--- config.mk ---
export PLATFORM = sky130hd
export DESIGN_NAME = modadd_sched
export DESIGN_NICKNAME = d
export VERILOG_FILES = /design/src/rtl/modadd_sched.sv
export SDC_FILE = /design/constraint.sdc
export NUM_CORES = 2
export LEC_CHECK = 0
export BUFFER_PORTS_ARGS = -buffer_cell sky130_fd_sc_hd__buf_2
export CORE_AREA = 2 2 500 502
export CTS_CLUSTER_DIAMETER = 200
export DETAILED_ROUTE_END_ITERATION = 8
export DIE_AREA = 0 0 502 504
export PLACE_DENSITY = 0.48
export SETUP_SLACK_MARGIN = 0.05
export SLEW_MARGIN = 20
export SYNTH_ARGS = -nofsm -noshare
export SYNTH_HDL_FRONTEND = slang
export SYNTH_SLANG_ARGS = --single-unit
--- constraint.sdc ---
create_clock -name clk -period 10.5 [get_ports clk]
set_input_delay 1.575 -clock clk [delete_from_list [all_inputs] [get_ports clk]]
set_output_delay 1.575 -clock clk [all_outputs]
set_load 0.01 [all_outputs]
--- src/rtl/modadd_sched.sv ---
// Two-requester scheduler + 2-stage modular add/sub (mod P); MODADD_RR_EN selects round-robin over fixed priority.
// Latency: accept at edge k, rsp_valid high in the cycle after edge k+1; one op per cycle.
// Backpressure: none; responses must be consumed when rsp_valid is high.
module modadd_sched #(
  parameter int WIDTH = 256,
  parameter logic [WIDTH-1:0] P = 256'hFFFFFFFF_FFFFFFFF_FFFFFFFF_FFFFFFFF_FFFFFFFF_FFFFFFFF_FFFFFFFE_FFFFFC2F
) (
  input  logic             clk,
  input  logic             rst,
  input  logic             req0,
  input  logic             req1,
  input  logic             op0,
  input  logic             op1,
  input  logic [WIDTH-1:0] a0,
  input  logic [WIDTH-1:0] b0,
  input  logic [WIDTH-1:0] a1,
  input  logic [WIDTH-1:0] b1,
  output logic             gnt0,
  output logic             gnt1,
  output logic             rsp_valid,
  output logic             rsp_id,
  output logic [WIDTH-1:0] rsp_data,
  output logic             busy
);

`ifdef MODADD_RR_EN
  logic ptr;

  assign gnt0 = !rst && req0 && (!req1 || !ptr);
  assign gnt1 = !rst && req1 && (!req0 || ptr);

  always_ff @(posedge clk) begin
    if (rst) begin
      ptr <= 1'b0;
    end else if (gnt0) begin
      ptr <= 1'b1;
    end else if (gnt1) begin
      ptr <= 1'b0;
    end
  end
`else
  assign gnt0 = !rst && req0;
  assign gnt1 = !rst && req1 && !req0;
`endif

  logic             accept;
  logic             op_s;
  logic [WIDTH-1:0] a_s;
  logic [WIDTH-1:0] b_s;
  logic [WIDTH:0]   raw_n;

  assign accept = gnt0 || gnt1;
  assign op_s   = gnt1 ? op1 : op0;
  assign a_s    = gnt1 ? a1 : a0;
  assign b_s    = gnt1 ? b1 : b0;
  // Top bit is the carry for add and the borrow for subtract.
  assign raw_n  = op_s ? ({1'b0, a_s} - {1'b0, b_s}) : ({1'b0, a_s} + {1'b0, b_s});

  logic [WIDTH:0]   raw;
  logic             op_r;
  logic             id_r;
  logic             v1;

  logic [WIDTH-1:0] alt;
  logic             sel;

  // Only the low WIDTH bits of raw - P survive, so the subtraction is done at WIDTH bits.
  assign alt = op_r ? (raw[WIDTH-1:0] + P) : (raw[WIDTH-1:0] - P);
  assign sel = op_r ? raw[WIDTH] : (raw >= {1'b0, P});

  always_ff @(posedge clk) begin
    if (rst) begin
      raw       <= '0;
      op_r      <= 1'b0;
      id_r      <= 1'b0;
      v1        <= 1'b0;
      rsp_valid <= 1'b0;
      rsp_id    <= 1'b0;
      rsp_data  <= '0;
    end else begin
      v1 <= accept;
      if (accept) begin
        raw  <= raw_n;
        op_r <= op_s;
        id_r <= gnt1;
      end
      rsp_valid <= v1;
      if (v1) begin
        rsp_id   <= id_r;
        rsp_data <= sel ? alt : raw[WIDTH-1:0];
      end
    end
  end

  assign busy = v1 || rsp_valid;

endmodule

== Word level (Yosys, flattened, before mapping) ==
Index checks and enable logic that the tools add are counted.

* Register bits after elaboration: 518
* Bits of input ports: 1030
* Output and inout port bits: 261
* Logic and storage cells: 26

* Add/subtract/negate cells: 4
* Order comparisons: 1
* Muxes and demuxes: 7
* Reductions and logical operators: 7

{| class="wikitable"
|+ Operator list
! cell !! count
|-
| 2-to-1 mux 256 bit || 4
|-
| adder 256 x 256 -> 257 bit || 1
|-
| greater-or-equal comparator 257 x 256 -> 1 bit (second input constant) || 1
|-
| 2-to-1 mux 257 bit || 1
|-
| subtractor 256 x 256 -> 257 bit || 1
|-
| adder 256 bit (second input constant) || 1
|-
| subtractor 256 bit (second input constant) || 1
|-
| logical AND 1 bit || 3
|-
| zero test 1 bit || 2
|-
| logical OR 1 bit || 2
|-
| 2-to-1 mux 1 bit || 2
|}

== Longest topological paths before layout ==
* Depth in word-level cells: 6
* Gate-level depth with buffers: 50
* Mapped depth without buffers: 33

== Worst setup path after synthesis ==
No wires, ideal clock.

* Kind: input port to flip-flop
* Start point: input req1
* End point: register raw[255]
* Arrival: 11043 ps
* Setup slack: -613 ps
* Stages: 43
* Cell sequence: or3b_1 -> buf_6 -> buf_6 -> buf_4 -> buf_6 -> buf_6 -> buf_6 -> buf_6 -> buf_2 -> buf_2 -> buf_2 -> buf_2 -> buf_2 -> buf_2 -> buf_2 -> buf_1 -> buf_2 -> mux2i_1 -> [... 7 more ...] -> and3_1 -> nor3b_1 -> a21oi_1 -> xor2_1 -> ha_1 -> clkbuf_1 -> and4_1 -> nand2b_1 -> or4_1 -> or3_1 -> o31ai_1 -> a21oi_1 -> o41a_1 -> o21ai_0 -> a31oi_1 -> xnor2_1 -> nand2_1 -> a21oi_1

* Longest elaborated chain between the ends: 5
* Elaborated cells between the ends (all ways): 9
* Classes of those cells: add/sub (2); mux (4); reduce/logical (3)

{| class="wikitable"
|+ Ends and longest elaborated chain
! element !! RTL line !! RTL
|-
| start, declared || 11 || <nowiki>input logic req1,</nowiki>
|-
| logical AND 1 bit * (2 in series) || 43 || <nowiki>assign gnt1 = !rst && req1 && !req0;</nowiki>
|-
| 2-to-1 mux 256 bit, on equally long branches || 54, 55 ||
|-
| adder 256 x 256 -> 257 bit / subtractor 256 x 256 -> 257 bit (equally long branches) || 57 || <nowiki>assign raw_n = op_s ? ({1'b0, a_s} - {1'b0, b_s}) : ({1'b0, a_s} + {1'b0, b_s});</nowiki>
|-
| 2-to-1 mux 257 bit || 57 ||
|-
| end signal, assigned || 83 || <nowiki>raw <= raw_n;</nowiki>
|-
| end, declared || 59 || <nowiki>logic [WIDTH:0] raw;</nowiki>
|}

Mark *: on every way between the ends. The rest lies on a longest branch, timed or not.
A chain may end at the register's enable or synchronous reset.

== Worst setup path in the final report ==
* Start point: input req1
* End point: register raw[249]

Same word-level chain as after synthesis.

==> results.txt <==
Status: completed
Final worst path period share: 95.7%
Seq/Total Area, Yosys: 14.3%
Worst Hold Class: flip-flop to flip-flop
Clk slew on worst S/H paths: 0.07 ns
Syn_nets: 12,818
Hold path depth: 2
Met3 usage: 12.0%
Post-CTS setup buffers: 0
RSZ-0062 raised after global routing: false
Synthesized flop and latch total: 518
Clk pwr share: 15.8%
Crit Path Category: input port to flip-flop
Gr busiest metal: met1
Initial Util: 29.3%
Gr usage total: 42.0%
Ys Warns: 0
Relative slew slack: 12.0%
CP Max Fanout: 17
Worst-Margin Slew: 1.31 ns
CP Data Required Time: 11.09 ns
Internal: 6130 uW
Vias per cell: 6.26
CP peak stage delay: 0.72 ns
Static Leak: 0.0372 uW
Max Cap Viol: 0
Pwr per Cell Area: 163 nW/um^2
Clk root buf: clkbuf_16
Die width: 502 um
Placer congestion estimate: 1.13
Initial drt markers: 15,046
Setup TNS Final: 0 ns
Longest Clk Path Bufs: 3
Final net count: 13,832
Post-synth top flop: dfxtp_1
Fin Clk Skew: 0.0424 ns
First-pass GRT wire length: 748 mm
Worst path slowest cell: or4_4
Ys async rst share: 0%
DRT antenna net count: 0
Area delta synth->final: 17.7%
R2R Path Start: op_r
Finish-stage setup viols: 0
Min-delay src: rsp_data[167]
Final HPWL DP: 491 mm
Row count: 183
Post-Syn Instances: 11,275
Number of global-route vias before repair: 87,192
Total gr overflow: 0
Crit end category: flip-flop
CP startpoint: req1
Number of hold buffers added after CTS: 0
TritonCTS clock tree: done
Total Wirelength: 562 mm
Core area: 248,000 sq um
Synthesized area: 72,500 sq um
Sequential Power Share: 21.6%
Die ar.: 253,000 sq um
GR Util met2: 57.2%
Final core utilization: 34.5%
Resize count post-CTS: 0
Num CTS Buffers: 55
Synth unique cells: 97
Switching power of the nets: 7760 uW
DRC: 0
Mean post-synth cell area: 6.43 sq um
Sw frac: 55.9%
Die Height: 504 um
Number of fill cells: 27,503
Initial antenna violation count: 177
Combinational Power Share: 62.6%
RR Endpoint: rsp_data[200]
Share of cells above drive strength 1: 14.8%
Largest net degree at the start of global routing: 192
Fin crit period: 10.04 ns
Type of origin of the critical path: input port
Post-synth EDFFs: 0
Vias post-DR: 98,455
Tot Pwr: 13,900 uW
Drt pass-1 iters: 7
GR Layer Usage met1: 62.3%
CTS H-Tree Depth: 2
IO Port Bufs: 1,290
Final Hold Vio Count: 0
Latest clock arrival within the worst-skew pair: 0.72 ns
Reg2Reg Depth: 18
Worst EP arrival: 10.64 ns
Final Max Slew Viols: 0
Max VDD drop: 0.000140 V
Hold worst-path end: rsp_data[167]
Fmax: 0.0996 GHz
Flop-to-flop setup slack: 2.29 ns
# IOs: 1,291
Avg WL per Cell: 35.7 um
Sinks on Clock Net: 518
==> power by group through the flow <==
stage | Clock [uW] | Sequential, uW | Combinational [uW]
floorplan | 0 | 2650 | 4690
global placement | 0 | 2980 | 8240
detailed placement | 0 | 2990 | 8190
CTS | 2230 | 2940 | 8240
global route | 2290 | 2990 | 9060
finish | 2190 | 3000 | 8690
==> worst max-delay path, delay by kind of cell <==
kind | cells | cell delay (ns)
simple gates | 12 | 3.69
compound gates | 12 | 2.84
buf+inv | 7 | 1.46
fa+ha+maj | 1 | 0.40
mux | 1 | 0.38
xor+xnor | 2 | 0.22
==> sequential cells by signal, indices dropped and copies added (netlist names) <==
register and flops:
id_r 1, op_r 1, raw 257, rsp_data 256, rsp_id 1, rsp_valid 1
v1 1
==> metal layers <==
layer  vias to the layer above  share of wire, %
met3                       768                13
li1                      42853                 -
met2                      6737                38
met4                        40               3.8
met5                         -             0.043
met1                     48057                45
==> cell type report <==
cell class,instances,area (sq um),share of cell area [%]
Multi-Input combinational cell,9853,58700,68.8
Sequential cell,518,10400,12.2
Timing Repair Buffer,1609,9010,10.6
Tap cell,3330,4170,4.89
Clock buffer,70,1540,1.81
Inverter,252,953,1.12
Clock inverter,32,395,0.464
Antenna cell,61,153,0.179
==> cells by family after synthesis <==
family	Yosys count	share of synthesized area, %
and+or+nand+nor	4669	29.1
adders and majority gates	513	8.88
DFF	518	14.3
buffers and inverters	904	4.89
muxes	282	3.94
AOI/OAI and AO/OA	3684	30.4
xor gates and xnor gates	705	8.52
==> cells in the mapped netlist, types with 47 or more instances <==
cell,number,area (sq um)
ha_1,511,6390
o211ai_1,127,953
o21bai_1,182,1370
and2_1,53,332
inv_1,250,938
xnor2_1,385,3370
nand3_1,147,736
or2_2,48,300
a21boi_0,55,413
nand4_1,413,2580
or3_1,48,300
a21o_1,276,2070
o21ai_0,978,4890
nor4_1,127,795
clkbuf_1,564,2120
a211oi_1,89,668
mux2i_1,272,2720
o31ai_1,78,586
nor3_1,328,1640
xor2_1,320,2800
nor2_1,1074,4030
nand2_1,2094,7860
and3_1,90,563
a31oi_1,122,763
o21a_1,102,766
nand2b_1,47,294
dfxtp_1,518,10400
a21oi_1,1379,6900
==> cells in the final DEF, fill, tap and decap left out, types with 121 or more instances in the layout <==
cell / n
nand2_1: 2092
a21oi_1: 1378
buf_2: 1289
nor2_1: 1068
o21ai_0: 976
dfxtp_1: 516
ha_1: 511
nand4_1: 413
xnor2_1: 384
nor3_1: 326
xor2_1: 320
buf_4: 307
a21o_1: 276
mux2i_1: 271
inv_1: 249
o21bai_1: 182
nand3_1: 147
o211ai_1: 127
nor4_1: 126
a31oi_1: 121
==> worst max path at each step <==
stage	cells past startpoint	slack [ns]	endpoint
floorplan	47	0.07	raw[256]
CTS	29	0.72	raw[255]
global placement	28	-0.05	raw[254]
detailed placement	29	-0.0007	raw[255]
global route	34	0.25	raw[256]
finish	35	0.46	raw[249]
==> stage by stage <==
| step | cells | hold WS [ns] | cell area, sq um | setup WS, ns |
|---|---|---|---|---|
| 6_report | 15725 | 0.466 | 85300 | 0.455 |
| 5_1_grt | 15683 | 0.501 | 85200 | 0.250 |
| 4_1_cts | 15664 | 0.470 | 85100 | 0.720 |
| 3_5_place_dp | 15562 | 0.460 | 83200 | -0.000666 |
| 3_3_place_gp | 15562 | 0.434 | 83200 | -0.0519 |
| 2_1_floorplan | 11275 | 0.457 | 72500 | 0.0730 |
No activity file was read; power rests on OpenSTA's default activity.
